==> config.mk <==
export PLATFORM = sky130hd
export DESIGN_NAME = jk_decade_counter
export DESIGN_NICKNAME = d
export VERILOG_FILES = /design/src/rtl/jk_pkg.sv /design/src/rtl/jk_cell.sv /design/src/rtl/jk_decade_counter.sv
export SDC_FILE = /design/constraint.sdc
export NUM_CORES = 1
export LEC_CHECK = 0
export BUFFER_PORTS_ARGS = -buffer_cell sky130_fd_sc_hd__buf_4
export CAP_MARGIN = 15
export CORE_AREA = 2 2 39 41
export DETAILED_ROUTE_END_ITERATION = 8
export DIE_AREA = 0 0 41 43
export GPL_TIMING_DRIVEN = 0
export SLEW_MARGIN = 15
export SYNTH_ARGS = -nofsm -noshare
export SYNTH_HDL_FRONTEND = slang
export SYNTH_SLANG_ARGS = --single-unit
==> constraint.sdc <==
create_clock -name clk -period 1.4 [get_ports clk]
set_input_delay 0.21 -clock clk [delete_from_list [all_inputs] [get_ports clk]]
set_output_delay 0.21 -clock clk [all_outputs]
set_load 0.01 [all_outputs]
==> src/rtl/jk_pkg.sv <==
// Shared JK storage definitions: cell operation codes, their J/K encoding and
// the helper that picks the non-toggling operation that moves a bit to its next value.
package jk_pkg;

  localparam int DECADE_MOD = 10;

  typedef enum logic [1:0] {
    JK_HOLD,
    JK_SET,
    JK_RESET,
    JK_TOGGLE
  } jk_op_t;

  // Returns {J, K}.
  function automatic logic [1:0] jk_encode(input jk_op_t op);
    logic [1:0] jk;
    case (op)
      JK_HOLD:   jk = 2'b00;
      JK_SET:    jk = 2'b10;
      JK_RESET:  jk = 2'b01;
      JK_TOGGLE: jk = 2'b11;
      default:   jk = 2'b00;
    endcase
    return jk;
  endfunction

  // Only set/reset/hold are produced, so a glitch on one bit can never toggle it.
  function automatic jk_op_t jk_op_for(input logic nxt, input logic cur);
    jk_op_t op;
    if (nxt && !cur)      op = JK_SET;
    else if (!nxt && cur) op = JK_RESET;
    else                  op = JK_HOLD;
    return op;
  endfunction

endpackage

==> src/rtl/jk_cell.sv <==
// Single JK flip-flop with synchronous active-high clear.
// Truth table {J,K}: 00 hold, 01 reset, 10 set, 11 toggle.
module jk_cell (
  input  logic i_clk,
  input  logic i_clr,
  input  logic i_j,
  input  logic i_k,
  output logic o_q
);

  logic r_q;

  always_ff @(posedge i_clk) begin
    if (i_clr) begin
      r_q <= 1'b0;
    end else begin
      case ({i_j, i_k})
        2'b00:   r_q <= r_q;
        2'b01:   r_q <= 1'b0;
        2'b10:   r_q <= 1'b1;
        default: r_q <= ~r_q;
      endcase
    end
  end

  assign o_q = r_q;

endmodule

==> src/rtl/jk_decade_counter.sv <==
// Loadable, cascadable modulo-N up/down counter whose state lives in JK cells.
// Priority per edge: clr > load > en > hold; tc is a combinational carry for chaining.
module jk_decade_counter
  import jk_pkg::*;
#(
  parameter int WIDTH   = 4,
  parameter int MODULUS = DECADE_MOD
) (
  input  logic             clk,
  input  logic             clr,
  input  logic             en,
  input  logic             up,
  input  logic             load,
  input  logic [WIDTH-1:0] d,
  output logic [WIDTH-1:0] q,
  output logic             tc,
  output logic             err
);

  localparam logic [WIDTH-1:0] MAX_Q   = WIDTH'(MODULUS - 1);
  localparam logic [WIDTH:0]   MOD_EXT = (WIDTH + 1)'(MODULUS);

  logic [WIDTH-1:0] w_q;
  logic [WIDTH-1:0] w_next;
  logic [WIDTH-1:0] w_j;
  logic [WIDTH-1:0] w_k;
  logic             w_bad_load;
  logic             r_err;

  assign w_bad_load = load && ({1'b0, d} >= MOD_EXT);

  // Next count ignoring clr; clr is applied directly on the J/K pins below.
  always_comb begin
    w_next = w_q;
    if (load) begin
      w_next = w_bad_load ? '0 : d;
    end else if (en) begin
      if (up) w_next = (w_q == MAX_Q) ? '0 : w_q + WIDTH'(1);
      else    w_next = (w_q == '0) ? MAX_Q : w_q - WIDTH'(1);
    end
  end

  for (genvar i = 0; i < WIDTH; i++) begin : g_bit
    jk_op_t w_op;
    assign w_op = clr ? JK_RESET : jk_op_for(w_next[i], w_q[i]);
    assign {w_j[i], w_k[i]} = jk_encode(w_op);

    jk_cell u_cell (
      .i_clk (clk),
      .i_clr (clr),
      .i_j   (w_j[i]),
      .i_k   (w_k[i]),
      .o_q   (w_q[i])
    );
  end

  always_ff @(posedge clk) begin
    if (clr)             r_err <= 1'b0;
    else if (w_bad_load) r_err <= 1'b1;
  end

  assign q   = w_q;
  assign err = r_err;
  assign tc  = en & ((up & (w_q == MAX_Q)) | (!up & (w_q == '0)));

endmodule

==> run metrics, run 1 <==
worst min path class=in -> reg; Synth Cell Area=480 sq um; Clock Skew=between 0.003 and 0.004 ns; failing checks=setup timing; Post-DP Area=611 sq um; vias in the first global route=between 400 and 500; core area=1380 sq um; Mapped Nets=73; # IOs=15; CTS tree=done; CP required=1.19 ns; Gate Count Post-Synth=61; Final Core Density=52.4%; antenna-violating nets left=0; # DRC=0; Post-DP HPWL=836 um; final cell area excluding filler cells=724 sq um; Layout area overhead=50.8%; pins over their slew limit=0; H-Tree Depth=1; vias post-DR=523; pwr dens=736 nW/um^2; startpoint types=flop; initial core utilization=a little over a third; share of layout cells above drive strength 1=52.4%; RSZ-0062 raised after global routing=yes; Die Ht=between 40 and 50 um; TritonCTS Sinks=5; Skew-Pair Late Insertion Delay=0.24 ns; initial antenna violation count=0; Leakage=0.315 nW; Final Cycle Share=124%; DR WL/cell=~13 um; status=complete, but fails checks; GP Congestion=0.782; Seq cells post-synth=5; Syn Area/Cell=7.88 sq um; clock root cell=clkbuf_4; sequential share of the synthesized area=between 20% and 30%; global-route wire length before repair=1930 um; power share of the sequential group=~30%; drt initial violations=14; max cap viols=0; die area=1760 sq um; number of diodes=0; Site Rows=14; gr ovfl total=0; CP max FO=2; Longest Clk Path Bufs=2; Cell variety after synth=30; Initial DRT Pass Iterations=4; die width=41 um; Sw Ratio=30.7%; kind of critical path=reg -> out; clock slew at reported path FFs=0.04 ns; WP data arrival=1.53 ns; clock share of power=31.3%; Worst-Margin Slew=about 0.25 ns; min Tclk post-route=between 1.5 and 2 ns; Setup violations, final=5; WL final=1230 um; PnR worst setup slack=-0.337 ns; largest net degree at the start of global routing=11; internal power=0.000370 W; Port Buffers=12; total track usage=approximately 16%; nets=between 90 and 100; final hold vios=0; NetSw=0.000164 W; Rel. slew slack=83.3%; fmax=0.576 GHz; share of power burned in combinational logic=38.6%; Num CTS Buffers=3; vias per cell=5.34; maximum VDD drop=around 0.55 mV; synth warn=0; element type at the critical path end=output pin
registers in the layout, indices dropped and copies added, names as in the netlist:
register	cells
g_bit.u_cell.o_q	4
err	1
worst max-delay path, cell delays in order, from the launching register on:
cell and delay (ns):
dfxtp_4 0.35, inv_4 0.06, ha_4 0.12, or3b_4 0.37, a211oi_2 0.23, buf_4 0.16
synth_stat cells:
master	instances	area share [%]
xor2_1	1	1.8
o21ai_0	3	3.1
o21bai_1	1	1.6
a31oi_1	1	1.3
nand2_1	4	3.1
clkbuf_2	1	1.0
dfxtp_1	5	21
inv_1	4	3.1
buf_2	1	1.0
a221oi_1	4	7.3
or3_1	2	2.6
buf_4	5	7.8
a211o_1	1	1.8
nor2_1	3	2.3
a211oi_2	1	2.6
nand2b_1	1	1.3
nand4_1	1	1.3
a21oi_1	4	4.2
nand3_1	2	2.1
and3b_1	1	1.8
or2b_1	1	1.6
and2_1	1	1.3
nand4b_1	1	1.8
or3b_1	1	1.8
nor2b_1	3	3.9
o211ai_1	2	3.1
o32a_1	1	2.1
ha_1	3	7.8
buf_6	1	2.3
a211o_2	1	2.1
metrics by stage:
stage / power [W] / setup TNS (ns) / std cells / setup slack, ns / hold WS, ns
floorplan: 0.000273 / -0.0867 / 61 / -0.0867 / 0.275
global placement: 0.000329 / -0.228 / 89 / -0.129 / 0.411
detailed placement: 0.000331 / -0.305 / 89 / -0.124 / 0.410
CTS: 0.000518 / -0.724 / 97 / -0.376 / 0.157
global route: 0.000573 / -0.945 / 98 / -0.395 / 0.161
finish: 0.000533 / -0.575 / 98 / -0.337 / 0.164
cells in the final DEF (no fill, tap or decap), types with 2 or more instances in the layout:
cell type	Yosys	layout
nor2_1	3	3
a21oi_1	4	4
dfxtp_1	5	3
nand2_1	4	4
o211ai_1	2	2
o21ai_1	0	2
inv_4	0	2
ha_4	0	2
buf_4	5	22
inv_1	4	2
or3_1	2	2
nor2b_1	3	2
clkbuf_4	0	3
nand3_1	2	2
dfxtp_4	0	2
a221oi_2	0	4
path summary, 6_finish.rpt:
| kind | cells past startpoint | to | startpoint | slack, ns |
|---|---|---|---|---|
| hold / removal | 2 | g_bit[0].u_cell.o_q | clr | 0.16 |
| setup reg to reg | 6 | g_bit[2].u_cell.o_q | g_bit[0].u_cell.o_q | -0.09 |
| setup / recovery | 5 | tc | g_bit[1].u_cell.o_q | -0.34 |
| hold reg to reg | 2 | err | err | 0.44 |
layout make-up:
type | count | area (sq um)
fill | 142 | 659
multi-input combinational | 44 | 364
timing repair buffer | 17 | 128
sequential | 5 | 108
buffer | 8 | 58.8
clock buffer | 4 | 26.3
inverter | 4 | 20.0
tap | 16 | 20.0
power by group through the flow:
| stage | sequential (W) | combinational (W) | clock (W) |
|---|---|---|---|
| after detailed placement | 0.000170 | 0.000161 | 0 |
| final | 0.000161 | 0.000206 | 0.000167 |
| after global routing | 0.000162 | 0.000225 | 0.000186 |
| after global placement | 0.000169 | 0.000159 | 0 |
| after floorplan | 0.000167 | 0.000106 | 0 |
| after CTS | 0.000161 | 0.000185 | 0.000172 |
layer usage:
| layer | vias to the layer above | track usage (%) | wire length, um |
|---|---|---|---|
| li1 | 262 | - | - |
| met1 | 243 | 19.9 | 518 |
| met2 | 18 | 24.1 | 643 |
| met3 | 0 | 7.85 | 63 |
| met4 | 0 | 4.00 | 0 |
| met5 | - | 0 | 0 |
repair_timing:
action                     CTS  global route
resized for setup            6             7
pin swaps                    7             9
buffers inserted             4             1
hold buffers                 0             0
setup endpoints to repair    5             5
logic make-up (layout without fill, tap and decap cells):
group,Yosys count,after routing,share of synthesized area [%]
AND/OR/NAND/NOR,21,21,25.0
AO/OA/AOI/OAI,19,19,29.2
buffers and inverters,12,33,15.4
flip-flops,5,5,20.8
adder cells (fa/ha/maj),3,3,7.81
XOR/XNOR,1,1,1.82
Power figures use the tool's default switching activity.
==> run 2: changes to the inputs <==
--- a/config.mk
+++ b/config.mk
@@ -5,11 +5,11 @@
 export SDC_FILE = /design/constraint.sdc
 export NUM_CORES = 1
 export LEC_CHECK = 0
+export ABC_AREA = 1
 export BUFFER_PORTS_ARGS = -buffer_cell sky130_fd_sc_hd__buf_4
 export CAP_MARGIN = 15
-export CORE_AREA = 2 2 39 41
+export CORE_UTILIZATION = 39
 export DETAILED_ROUTE_END_ITERATION = 8
-export DIE_AREA = 0 0 41 43
 export GPL_TIMING_DRIVEN = 0
 export SLEW_MARGIN = 15
 export SYNTH_ARGS = -nofsm -noshare
==> constraint.sdc (replaced) <==
create_clock -name clk -period 1.6 [get_ports clk]
set_input_delay 0.24 -clock clk [delete_from_list [all_inputs] [get_ports clk]]
set_output_delay 0.24 -clock clk [all_outputs]
set_load 0.01 [all_outputs]
==> run metrics, run 2 <==
status=complete, no violations (was complete, but fails checks); Leakage=0.330 nW (was 0.315 nW); worst r2r path cells=8 (was 6); Post-synth EDFFs=0 (unchanged); DR WL/cell=9.39 um (was 12.5 um); Worst-Margin Slew=0.302 ns (was 0.250 ns); initial core utilization=43.9% (was 34.7%); Hold Crit Depth=2 (unchanged); Rel. slew slack=79.8% (was 83.3%); antenna-violating nets left=0 (unchanged); startpoint types=flop (unchanged); GP Congestion=0.847 (was 0.782); core area=1160 sq um (was 1380 sq um); Die Ht=38.1 um (was 43 um); min Tclk post-route=1.50 ns; pins over their slew limit=0 (unchanged); post-synthesis simple-gate area fraction=36.2% (was 25.0%); post-CTS setup buffers=0 (was 4); vias in the first global route=448 (was 456); fmax=around 0.67 GHz; Gate Count Post-Synth=76 (was 61); CP required=1.36 ns (was 1.19 ns); Cell variety after synth=21 (was 30); Setup violations, final=0 (was 5); initial antenna violation count=0 (unchanged); PnR worst setup slack=0.0969 ns (was -0.337 ns); total track usage=16.9% (was 16.0%); commonest non-fill, non-tap cell in the layout=buf_4 (unchanged); RSZ-0062 raised after global routing=no (was yes); clock slew at reported path FFs=0.04 ns (about the same); Num CTS Buffers=3 (unchanged); maximum VDD drop=0.252 mV (was 0.550 mV); WL final=1010 um (was 1230 um); Final Cycle Share=between 90% and 100%; pwr dens=658 nW/um^2 (was 736 nW/um^2); mux contribution to synthesized area=0% (unchanged); Skew-Pair Late Insertion Delay=0.23 ns (was 0.24 ns); commonest non-fill, non-tap cells in the layout=18 x buf_4, 15 x nand2_1, 9 x inv_1 (was 22 x buf_4, 4 x a21oi_1, 4 x a221oi_2, 4 x nand2_1); synth top area cells=dfxtp_1 20%, nand2_1 11%, inv_1 8.1% (was dfxtp_1 21%, buf_4 7.8%, ha_1 7.8%); Initial DRT Pass Iterations=4 (unchanged); WHS Endpoint=g_bit[1].u_cell.o_q (was g_bit[0].u_cell.o_q); clock root cell=clkbuf_4 (unchanged); Hold Buf Count CTS=0 (unchanged); Post-synth top cells=15 x nand2_1, 11 x inv_1, 8 x a21oi_1 (was 5 x buf_4, 5 x dfxtp_1); Post-DP Area=631 sq um (was 611 sq um); element type at the critical path end=output pin (unchanged); Setup WS pre-CTS=0.126 ns (was -0.124 ns); Clock Skew=0.0000532 ns (was 0.00372 ns); # IOs=15 (unchanged); vias per cell=4.72 (was 5.34); Post-Synth XOR/XNOR Area=0% (was 1.82%); gr ovfl total=0 (unchanged); # DRC=0 (unchanged); Adder-Cell Fraction of Synth Area=7.39% (was 7.81%); Syn Area/Cell=6.68 sq um (was 7.88 sq um); share of layout cells above drive strength 1=42.6% (was 52.4%); area share of the largest cell type after synthesis=19.7% (was 20.8%); CP max FO=6 (was 2); kind of critical path=reg -> out (unchanged); Final Core Density=58.3% (was 52.4%); Compound-Gate Fraction of Synth Area=19.7% (was 29.2%); TritonCTS Sinks=5 (unchanged); R2R Setup Slk=0.37 ns (was -0.09 ns); Synth Flop Type=dfxtp_1 (unchanged); post-synth top area cell=dfxtp_1 (unchanged); synth warn=0 (unchanged); Final TNS setup=0 ns (was -0.575 ns); CTS tree=done (unchanged); final hold vios=0 (unchanged); WP data arrival=1.26 ns (was 1.53 ns); FF-to-FF Start=g_bit[0].u_cell.o_q (unchanged); Port Buffers=14 (was 12); Seq cells post-synth=5 (unchanged); Site Rows=12 (was 14); H-Tree Depth=1 (unchanged); drt initial violations=9 (was 14); largest net degree at the start of global routing=9 (was 11); vias post-DR=510 (was 523); final cell area excluding filler cells=674 sq um (was 724 sq um); die width=38.1 um (was 41 um); Post-DP HPWL=835 um (was 836 um); number of diodes=0 (unchanged); reg2reg end=g_bit[1].u_cell.o_q (was g_bit[2].u_cell.o_q); nets=107 (was 95); Synth Cell Area=508 sq um (was 480 sq um); Layout area overhead=32.8% (was 50.8%); Longest Clk Path Bufs=2 (unchanged); hold wc startpoint=clr (unchanged); most common cell in the synthesized netlist=nand2_1; global-route wire length before repair=1760 um (was 1930 um); Mapped Nets=88 (was 73); max cap viols=0 (unchanged); largest family of logic cells by synthesized area=simple AND/OR/NAND/NOR gates (was compound AO/OA/AOI/OAI gates); max reg flops=4 (unchanged); sequential share of the synthesized area=19.7% (was 20.8%); worst min path class=in -> reg (unchanged); Post-synth ARST share=0% (unchanged); die area=1450 sq um (was 1760 sq um)
run 2: changes by cell type after synthesis, moves of 2 or more:
cell,change
nand2_1,+11
a21oi_1,+4
or3_1,-2
nor2_2,+2
a221oi_1,-4
a21oi_2,+3
nand3_2,+3
inv_1,+7
nand3_1,+4
nor2b_1,-3
run 2: power by group:
group | internal, W | leakage, nW | switching (W) | total, W
logic | 0.0000775 | 0.273 | 0.0000784 | 0.000156
clock network | 0.0000940 | 0.0150 | 0.0000465 | 0.000140
registers | 0.000134 | 0.0423 | 0.0000134 | 0.000148
total | 0.000306 | 0.330 | 0.000138 | 0.000444
run 2: repair_timing:
action / CTS / global route
pin swaps: 0 / 2
endpoints found under the setup margin: 1 / 1
cloned: 0 / 0
resized for setup: 4 / 3
run 2: logic make-up after synthesis:
| logic type | count (synthesis) |
|---|---|
| buf+inv | 17 |
| simple gates | 35 |
| flops | 5 |
| compound gates | 16 |
| fa+ha+maj | 3 |
run 2: worst max-delay path by stage:
stage,startpoint,to,slack [ns],depth (start not counted)
floorplan,g_bit[0].u_cell.o_q,tc,0.36,6
global placement,g_bit[0].u_cell.o_q,tc,0.10,7
detailed placement,g_bit[0].u_cell.o_q,tc,0.13,7
CTS,g_bit[1].u_cell.o_q,tc,0.04,7
global route,g_bit[0].u_cell.o_q,tc,0.01,7
finish,g_bit[0].u_cell.o_q,tc,0.1,7
run 2: cell type report:
| class | count | area [sq um] |
|---|---|---|
| fillers | 115 | 482 |
| well taps | 14 | 17.5 |
| plain buffers | 5 | 41.3 |
| repair buffers | 14 | 105 |
| flip-flops and latches | 5 | 105 |
| multi-input cells | 54 | 334 |
| clock buffers | 4 | 26.3 |
| inverters | 12 | 45.0 |
run 2: stage by stage:
step	power, W	hold slack, ns	instances
after global placement	0.000298	0.430	104
after detailed placement	0.000299	0.427	104
after CTS	0.000443	0.176	108
final	0.000444	0.177	108
after floorplan	0.000246	0.302	76
after global routing	0.000479	0.178	108
run 2: metal layers:
metal,track usage (%),wire (um)
met1,23.1,513
met2,27.5,458
met3,3.49,42
met4,2.68,0
met5,0,0
run 2: worst max-delay path, stage by stage (launching register included):
cell	delay (ns)
dfxtp_2	0.38
inv_2	0.09
ha_4	0.18
nand3_2	0.08
nand2_1	0.06
nand2_2	0.07
inv_1	0.04
buf_4	0.13
==> run 3: changes to the inputs <==
--- a/config.mk
+++ b/config.mk
@@ -8,10 +8,12 @@
 export ABC_AREA = 1
 export BUFFER_PORTS_ARGS = -buffer_cell sky130_fd_sc_hd__buf_4
 export CAP_MARGIN = 15
+export CORE_MARGIN = 1.5
 export CORE_UTILIZATION = 39
 export DETAILED_ROUTE_END_ITERATION = 8
 export GPL_TIMING_DRIVEN = 0
-export SLEW_MARGIN = 15
+export SLEW_MARGIN = 5
 export SYNTH_ARGS = -nofsm -noshare
 export SYNTH_HDL_FRONTEND = slang
+export SYNTH_HIERARCHICAL = 1
 export SYNTH_SLANG_ARGS = --single-unit
==> run metrics, run 3 <==
status=complete, but fails checks (was complete, no violations); failing checks=setup timing; Layout area overhead=57.7% (was 32.8%); Post-DP Area=863 sq um (was 631 sq um); # DRC=0 (unchanged); Gate Count Post-Synth=119 (was 76); clock share of power=17.0% (was 31.7%); kind of critical path=reg -> reg (was reg -> out); Seq cells post-synth=5 (unchanged); Hold Crit Depth=2 (unchanged); TritonCTS Sinks=5 (unchanged); Worst-Margin Slew=0.357 ns (was 0.302 ns); Post-DP HPWL=1310 um (was 835 um); WHS Endpoint=err (was g_bit[1].u_cell.o_q); initial core utilization=41.2% (was 43.9%); FF-to-FF Start=g_bit[1].u_cell/o_q (was g_bit[0].u_cell.o_q); Rel. slew slack=76.1% (was 79.8%); # IOs=15 (unchanged); WP data arrival=1.85 ns (was 1.26 ns); nets=164 (was 107); Post-synth EDFFs=0 (unchanged); Initial DRT Pass Iterations=4 (unchanged); share of power burned in combinational logic=59.2% (was 35.1%); Die Ht=45.7 um (was 38.1 um); antenna-violating nets left=0 (unchanged); Longest Clk Path Bufs=2 (unchanged); vias in the first global route=742 (was 448); fillcell total=156 (was 115); Bufs and invs on worst path=2 (was 3); clock root cell=clkbuf_4 (unchanged); Setup violations, final=3 (was 0); Mapped Nets=136 (was 88); synth top area cells=nand2_1 15%, dfxtp_1 14%, ha_1 14% (was dfxtp_1 20%, nand2_1 11%, inv_1 8.1%); hold wc startpoint=clr (unchanged); Setup WS pre-CTS=-0.248 ns (was 0.126 ns); Post-synth top cells=28 x nand2_1, 16 x inv_1, 14 x nand3_1 (was 15 x nand2_1, 11 x inv_1, 8 x a21oi_1); max reg flops=4 (unchanged); initial antenna violation count=0 (unchanged); CP required=1.73 ns (was 1.36 ns); element type at the critical path end=flop (was output pin); largest net degree at the start of global routing=10 (was 9); Num CTS Buffers=3 (unchanged); global-route wire length before repair=3020 um (was 1760 um); CP max stage delay=0.42 ns (was 0.38 ns); clock slew at reported path FFs=0.04 ns (about the same); pwr dens=770 nW/um^2 (was 658 nW/um^2); WL final=1970 um (was 1010 um); final hold vios=0 (unchanged); startpoint types=flop (unchanged); die width=45.7 um (was 38.1 um); Cell variety after synth=20 (was 21); vias per cell=5.02 (was 4.72); Port Buffers=13 (was 14); most common cell in the synthesized netlist=nand2_1 (unchanged); power share of the sequential group=23.9% (was 33.2%); core area=1730 sq um (was 1160 sq um); R2R Setup Slk=-0.12 ns (was 0.37 ns); vias post-DR=858 (was 510); H-Tree Depth=1 (unchanged); post-synth top area cell=nand2_1 (was dfxtp_1); Site Rows=15 (was 12); Final Cycle Share=107% (was 93.9%); worst-path cell chain=inv_4 > nand3_2 > nand4_1 > nand3_2 > nand2_2 > a21oi_2 > inv_1 > ha_4 > nor2_1 > nor2_1 > nor2_1 (was inv_2 > ha_4 > nand3_2 > nand2_1 > nand2_2 > inv_1 > buf_4); pins over their slew limit=0 (unchanged); area share of the largest cell type after synthesis=14.8% (was 19.7%); Crit path max-delay family=simple AND/OR/NAND/NOR gates (was flip-flops); commonest non-fill, non-tap cell in the layout=buf_4 (unchanged); most used cell, CP=nor2_1; final cell area excluding filler cells=1120 sq um (was 674 sq um); Synth Cell Area=711 sq um (was 508 sq um); worst min path class=in -> reg (unchanged); NetSw=0.000379 W (was 0.000138 W); number of diodes=0 (unchanged); RSZ-0062 raised after global routing=yes (was no); Clock Skew=0.00316 ns (was 0.0000532 ns); reg2reg end=g_bit[1].u_cell/o_q (was g_bit[1].u_cell.o_q); post-synthesis simple-gate area fraction=41.9% (was 36.2%); CTS tree=done (unchanged); Post-synth ARST share=0% (unchanged); Synth Flop Type=dfxtp_1 (unchanged); gr ovfl total=0 (unchanged); largest family of logic cells by synthesized area=simple AND/OR/NAND/NOR gates (unchanged); Adder-Cell Fraction of Synth Area=14.1% (was 7.39%); worst r2r path cells=11 (was 8); Compound-Gate Fraction of Synth Area=15.3% (was 19.7%); min Tclk post-route=1.72 ns (was 1.50 ns); Fin Hold WS=0.208 ns (was 0.177 ns); Sw Ratio=44.0% (was 31.2%); sequential share of the synthesized area=14.1% (was 19.7%); Reg area=115 sq um (was 105 sq um); Syn Area/Cell=5.97 sq um (was 6.68 sq um); max cap viols=0 (unchanged); die area=2090 sq um (was 1450 sq um); DR WL/cell=11.5 um (was 9.39 um); commonest non-fill, non-tap cells in the layout=24 x buf_4, 17 x nand2_1, 12 x nand2_2 (was 18 x buf_4, 15 x nand2_1, 9 x inv_1); Max stage delay cell, worst path=dfxtp_4 (was dfxtp_2); fmax=0.582 GHz (was 0.665 GHz); CP max FO=7 (was 6); Skew-Pair Late Insertion Delay=0.24 ns (was 0.23 ns); maximum VDD drop=0.495 mV (was 0.252 mV); PnR worst setup slack=-0.119 ns (was 0.0969 ns); share of layout cells above drive strength 1=54.8% (was 42.6%); mux contribution to synthesized area=0% (unchanged); Leakage=0.547 nW (was 0.330 nW); Post-Synth XOR/XNOR Area=1.23% (was 0%); drt initial violations=15 (was 9); synth warn=6 (was 0); GP Congestion=0.866 (was 0.847); area of the multi-input gates=674 sq um (was 334 sq um); internal power=0.000484 W (was 0.000306 W); total track usage=19.6% (was 16.9%)
## run 3: changes by cell type in the layout (fill, tap and decap cells not counted), moves of 4 or more
cell	before	now
nand3_2	3	10
nor2_1	4	11
buf_4	18	24
nand2_2	1	12
inv_2	3	8
o21bai_1	0	4
## run 3: power by group through the flow
stage | logic, W | registers (W) | clock network (W)
global placement | 0.000357 | 0.000188 | 0
global route | 0.000567 | 0.000211 | 0.000162
finish | 0.000511 | 0.000206 | 0.000146
CTS | 0.000420 | 0.000190 | 0.000155
detailed placement | 0.000364 | 0.000188 | 0
floorplan | 0.000263 | 0.000188 | 0
## run 3: worst max-delay path by stage
stage | start | end | cells after the start
detailed placement | d[2] | g_bit[0].u_cell/o_q | 12
floorplan | g_bit[0].u_cell/o_q | g_bit[3].u_cell/o_q | 15
CTS | g_bit[0].u_cell/o_q | g_bit[3].u_cell/o_q | 14
global placement | d[2] | g_bit[0].u_cell/o_q | 12
global route | g_bit[0].u_cell/o_q | g_bit[1].u_cell/o_q | 14
finish | g_bit[1].u_cell/o_q | g_bit[1].u_cell/o_q | 11
## run 3: timing repair
action / in CTS / in global routing
hold buffers: 0 / 0
resized for setup: 14 / 29
buffers inserted: 4 / 7
endpoints found under the setup margin: 4 / 5
pin swaps: 14 / 21
## run 3: kinds of logic after synthesis
logic type,count (synthesis)
adders and majority gates,8
and+or+nand+nor,65
xor gates and xnor gates,1
AOI/OAI and AO/OA,17
DFF,5
buffers and inverters,23
## run 3: per-stage QoR
| step | total power [W] | utilization [%] | std cells | TNS, ns |
|---|---|---|---|---|
| 6_report | 0.000863 | 64.9 | 171 | -0.229 |
| 5_1_grt | 0.000940 | 64.9 | 171 | -0.661 |
| 4_1_cts | 0.000765 | 57.0 | 165 | -0.332 |
| 3_5_place_dp | 0.000553 | 50.0 | 157 | -0.784 |
| 3_3_place_gp | 0.000545 | 50.0 | 157 | -0.626 |
| 2_1_floorplan | 0.000452 | - | 119 | -0.153 |
## run 3: cell type report
| class | instances | share of cell area (%) |
|---|---|---|
| Tap cell | 25 | 2.79 |
| Buffer | 1 | 0.446 |
| Multi-Input combinational cell | 91 | 60.2 |
| Timing Repair Buffer | 24 | 16.1 |
| Clock buffer | 4 | 2.34 |
| Sequential cell | 5 | 10.3 |
| Inverter | 21 | 7.92 |
## run 3: layer usage
layer	vias up	wire, um	track usage (%)
li1	438	-	-
met1	403	904	24.9
met2	15	996	33.0
met3	2	58	1.19
met4	0	5	10.0
met5	-	0	0
